## config.mk

```make
export PLATFORM = sky130hd
export DESIGN_NAME = clk_div_switch
export DESIGN_NICKNAME = d
export VERILOG_FILES = /design/src/rtl/clk_div_switch.sv
export SDC_FILE = /design/constraint.sdc
export NUM_CORES = 1
export LEC_CHECK = 0
export CORE_MARGIN = 4
export CORE_UTILIZATION = 50
export DETAILED_ROUTE_END_ITERATION = 10
export GPL_TIMING_DRIVEN = 0
export HOLD_SLACK_MARGIN = 0.06
export PLACE_DENSITY = 0.72
export SYNTH_ARGS = -nofsm -noshare
export SYNTH_HDL_FRONTEND = slang
export SYNTH_SLANG_ARGS = --single-unit
```

## constraint.sdc

```tcl
create_clock -name clk -period 5.2 [get_ports clk]
set_input_delay 0.52 -clock clk [delete_from_list [all_inputs] [get_ports clk]]
set_output_delay 0.52 -clock clk [all_outputs]
set_load 0.03 [all_outputs]
```

## src/rtl/clk_div_switch.sv

```systemverilog
// clk_div_switch
//   Glitch-free programmable clock divider. Produces a 50%-duty clock at
//   clk / (2*(half+1)). The half-period can be changed at runtime through a
//   valid/ready handshake. New ratios and stop requests only take effect at
//   phase boundaries, so clk_out never shows a runt pulse (except on rst).
//
// Ports
//   clk          source clock, all logic on posedge
//   rst          asynchronous active-high reset
//   en           run request for the divided clock
//   cfg_half     new half-period value, ratio = 2*(cfg_half+1)
//   cfg_vld      cfg_half valid, held by the source until accepted
//   cfg_rdy      block can accept a new cfg_half
//   clk_out      divided clock, registered
//   clk_active   high while the FSM is not in STOP
//   switch_done  one-cycle pulse after a pending cfg has been applied
module clk_div_switch #(
  parameter int unsigned CNT_W        = 8,
  parameter int unsigned DEFAULT_HALF = 1
) (
  input  logic             clk,
  input  logic             rst,
  input  logic             en,
  input  logic [CNT_W-1:0] cfg_half,
  input  logic             cfg_vld,
  output logic             cfg_rdy,
  output logic             clk_out,
  output logic             clk_active,
  output logic             switch_done
);

  typedef enum logic [1:0] {
    STOP   = 2'd0,
    RUN_LO = 2'd1,
    RUN_HI = 2'd2
  } state_e;

  state_e           state_q, state_d;
  logic [CNT_W-1:0] cnt_q, cnt_d;
  logic [CNT_W-1:0] cur_half_q, cur_half_d;
  logic [CNT_W-1:0] pend_half_q, pend_half_d;
  logic             pend_q, pend_d;
  logic             cfg_rdy_q, cfg_rdy_d;
  logic             clk_out_q, clk_out_d;
  logic             active_q, active_d;
  logic             done_q, done_d;

  logic             last_cnt;
  logic             apply_pt;
  logic             accept;

  assign last_cnt = (cnt_q == cur_half_q);
  // Apply points: any STOP cycle, or the last cycle of a high phase.
  assign apply_pt = (state_q == STOP) || ((state_q == RUN_HI) && last_cnt);
  assign accept   = cfg_vld && cfg_rdy_q;

  // State and datapath registers
  always_ff @(posedge clk or posedge rst) begin
    if (rst) begin
      state_q     <= STOP;
      cnt_q       <= '0;
      cur_half_q  <= CNT_W'(DEFAULT_HALF);
      pend_half_q <= '0;
      pend_q      <= 1'b0;
      cfg_rdy_q   <= 1'b1;
      clk_out_q   <= 1'b0;
      active_q    <= 1'b0;
      done_q      <= 1'b0;
    end else begin
      state_q     <= state_d;
      cnt_q       <= cnt_d;
      cur_half_q  <= cur_half_d;
      pend_half_q <= pend_half_d;
      pend_q      <= pend_d;
      cfg_rdy_q   <= cfg_rdy_d;
      clk_out_q   <= clk_out_d;
      active_q    <= active_d;
      done_q      <= done_d;
    end
  end

  // Next-state logic
  always_comb begin
    state_d = state_q;
    unique case (state_q)
      STOP:   if (en) state_d = RUN_LO;
      RUN_LO: begin
        // Leaving from low can only lengthen the low level, never shorten it.
        if (!en)           state_d = STOP;
        else if (last_cnt) state_d = RUN_HI;
      end
      RUN_HI: begin
        // The high phase always completes; en is only looked at its end.
        if (last_cnt) state_d = en ? RUN_LO : STOP;
      end
      default: state_d = STOP;
    endcase
  end

  // Output and datapath next values
  always_comb begin
    cnt_d       = cnt_q;
    cur_half_d  = cur_half_q;
    pend_half_d = pend_half_q;
    pend_d      = pend_q;
    cfg_rdy_d   = cfg_rdy_q;
    done_d      = 1'b0;

    unique case (state_q)
      STOP:    cnt_d = '0;
      RUN_LO:  cnt_d = (!en || last_cnt) ? '0 : cnt_q + CNT_W'(1);
      RUN_HI:  cnt_d = last_cnt ? '0 : cnt_q + CNT_W'(1);
      default: cnt_d = '0;
    endcase

    // pend_q is never set while cfg_rdy_q is high, so accept and apply
    // cannot collide; a config accepted on an apply point waits for the next.
    if (apply_pt && pend_q) begin
      cur_half_d = pend_half_q;
      pend_d     = 1'b0;
      cfg_rdy_d  = 1'b1;
      done_d     = 1'b1;
    end else if (accept) begin
      pend_half_d = cfg_half;
      pend_d      = 1'b1;
      cfg_rdy_d   = 1'b0;
    end

    // Outputs are registered images of the next state.
    clk_out_d = (state_d == RUN_HI);
    active_d  = (state_d != STOP);
  end

  assign cfg_rdy     = cfg_rdy_q;
  assign clk_out     = clk_out_q;
  assign clk_active  = active_q;
  assign switch_done = done_q;

endmodule

```

==> metrics.md <==
| Metric | Value |
|---|---|
| Outcome | `finished, final reports clean` |
| Setup ws final | `3.13 ns` |
| Final period util | `39.9%` |
| Relative slew slack | `25.3%` |
| DRT Pass-1 Iters | `4` |
| Initial core utilization | `52.1%` |
| Overall die height | `61.6 um` |
| Vias per cell | `5.36` |
| Peak supply drop | `0.362 mV` |
| Crit Path Class | `flop to primary output` |
| Total vias in the final route | `889` |
| Synth Net Count | `129` |
| GR Util All Layers | `14.4%` |
| CTS tree | `done` |
| Root buffer cell | `clkbuf_4` |
| CP Cell Sequence | `clkdlybuf4s50_1` |
| Multi-input gate area | `624 um^2` |
| Unrepaired setup endpoints after global routing | `false` |
| Syn Std Cell Area | `1440 um^2` |
| Worst hold start | `cfg_rdy` |
| Commonest non-fill, non-tap cells in the layout | `dfrtp_1, clkdlybuf4s50_1, xor2_1, nor2_1, mux2_2` |
| First-pass GRT wire length | `3880 um` |
| # Max-Cap Violations | `0` |
| DR WL/cell | `13.6 um` |
| CTS clk-pin slew, worst paths | `0.09 ns` |
| Reg-to-reg startpoint | `cnt_q[6]` |
| Peak Freq | `482 MHz` |
| # placed instances | `158` |
| Pre-CTS WS | `3.14 ns` |
| Hold_ws | `0.496 ns` |
| FF+latch count, synth | `31` |
| Most common cell after layout, fill and taps aside | `dfrtp_1` |
| CTS sink cnt | `31` |
| Gates resized, CTS repair | `0` |
| Core footprint | `2760 um^2` |
| Seq. cell area | `778 um^2` |
| Critical Path Start Type | `flop` |
| CP max stage cell | `clkdlybuf4s50_1` |
| Fin. max-slew vios | `0` |
| Initial antenna violation count | `0` |
| GPL Wtd Cong | `0.789` |
| Io pins | `16` |
| Nets | `151` |
| Worst-Margin Slew | `1.12 ns` |
| CP bufs+invs | `1` |
| Clk_skew | `0.0185 ns` |
| Hold Path End | `cfg_rdy` |
| Die X | `61.6 um` |
| Reg-to-Reg End | `cur_half_q[3]` |
| Design Power | `879 uW` |
| Worst-skew pair later-pin latency | `0.34 ns` |
| Antenna Violating Nets Remaining | `0` |
| Warning count from the yosys run | `0` |
| Setup TNS | `0 ns` |
| Required @ worst endpoint | `4.68 ns` |
| Finished Layout Cells | `166` |
| WL final | `2260 um` |
| Final hold vios | `0` |
| CTS hold repair buffers | `0` |
| Setup bufs post-CTS | `0` |
| Internal reg-to-reg setup slack | `3.21 ns` |
| Tightest Hold Check Type | `flop to flop` |
| Rows | `19` |
| Reg2Reg Depth | `6` |
| Initial drt markers | `29` |
| Yosys cell types | `30` |
| DP HPWL | `1650 um` |
| Min cycle time layout | `2.07 ns` |
| CP Capture Type | `primary output` |
| Crit path DAT | `1.55 ns` |
| Largest net degree at the start of global routing | `32` |
| Worst-path fanout max | `3` |
| Post-Synthesis Cells | `112` |
| Syn_area_per_cell | `12.8 um^2` |
| CP delay by family, top | `buffers and inverters` |
| Number of buffers created by CTS | `5` |
| DRC | `0` |
| Diode count | `0` |
| Max incr delay on CP | `0.67 ns` |
| Filler Cell Count | `230` |
| Hold depth | `2` |
| Pwr dens | `518 nW/um^2` |
| # setup viols final | `0` |
| Clock Path Buffers | `2` |
| Register area share after synthesis | `54.2%` |
| Pleak | `0.000783 uW` |
| Synthesis-to-finish area growth | `18.2%` |
| Vias in the first global route | `908` |
| Htree depth | `2` |
| Share of layout cells above drive strength 1 | `24.4%` |
| Grt ovf | `0` |
| Die ar. | `3790 um^2` |
| Port bufs | `15` |
==> how the worst max path moves through the flow <==
stage,depth (start not counted),to,from
after floorplan,5,pend_half_q[0],cur_half_q[0]
after global placement,4,pend_half_q[6],cfg_vld
after detailed placement,4,pend_half_q[7],cfg_vld
after CTS,1,cfg_rdy,cfg_rdy
after global routing,1,cfg_rdy,cfg_rdy
final,1,cfg_rdy,cfg_rdy
==> routing by layer <==
layer  global-route usage (%)  routed length, um  part of all wire (%)  up-vias
met5                        0                  0                     0        -
met4                     10.0                 54                   2.4        0
met3                     4.19                112                   5.0        7
met2                     21.7               1070                    47       23
met1                     17.7               1020                    45      431
li1                         -                  -                     -      428
==> cell type report <==
type / count / share of cell area, %
tap: 31 / 2.28
clock buffer: 7 / 3.83
timing repair buffer: 15 / 8.84
inverter: 6 / 1.33
multi-input combinational: 74 / 36.8
clock inverter: 1 / 0.442
buffer: 1 / 0.663
sequential: 31 / 45.8
==> state kept, by name, indices dropped and copies added (netlist names) <==
name / flops
clk_active: 1
switch_done: 1
cfg_rdy: 1
cnt_q: 8
cur_half_q: 8
state_q: 2
pend_half_q: 8
clk_out: 1
pend_q: 1
==> where the power goes <==
part	switching, uW	internal [uW]
combinational	137	186
sequential	57.3	334
clock	85.3	78.9
total	280	599
==> per-stage QoR <==
stage          cell area (um^2)  util [%]
6_report                   1700      61.6
5_1_grt                    1700      61.6
4_1_cts                    1700      61.6
3_5_place_dp               1630      58.9
3_3_place_gp               1630      58.9
2_1_floorplan              1440         -
==> synthesized netlist by cell type <==
master	n	area [um^2]
inv_1	6	22.5
nand2_1	3	11.3
ha_1	5	62.6
xor2_1	10	87.6
a21boi_2	1	11.3
a22o_2	1	10.0
a211o_1	1	8.76
dfrtp_1	29	726
mux2_2	9	101
o21ai_0	2	10.0
nor4_2	2	25.0
buf_6	1	11.3
o21a_1	1	7.51
o21bai_1	1	7.51
a21o_1	1	7.51
a31oi_1	1	6.26
xnor2_1	4	35.0
and2_1	1	6.26
nand4_1	1	6.26
and3_1	2	12.5
nand2_2	1	6.26
mux2_4	7	105
nand3_1	5	25.0
dfstp_2	2	52.6
nor3_1	1	5.00
nor2_1	10	37.5
a21oi_1	1	5.00
nor2b_1	1	6.26
a31o_2	1	8.76
a221oi_1	1	8.76
==> cell families (layout without fill, tap and decap cells) <==
family | Yosys count | count (layout) | synth area share, %
AOI/OAI and AO/OA | 12 | 12 | 6.36
adders and majority gates | 5 | 5 | 4.36
buffers and inverters | 7 | 30 | 2.35
muxes | 16 | 16 | 14.4
and+or+nand+nor | 27 | 27 | 9.84
DFF | 31 | 31 | 54.2
xor gates and xnor gates | 14 | 14 | 8.54
Note: power is estimated with default switching activity, not from simulation.
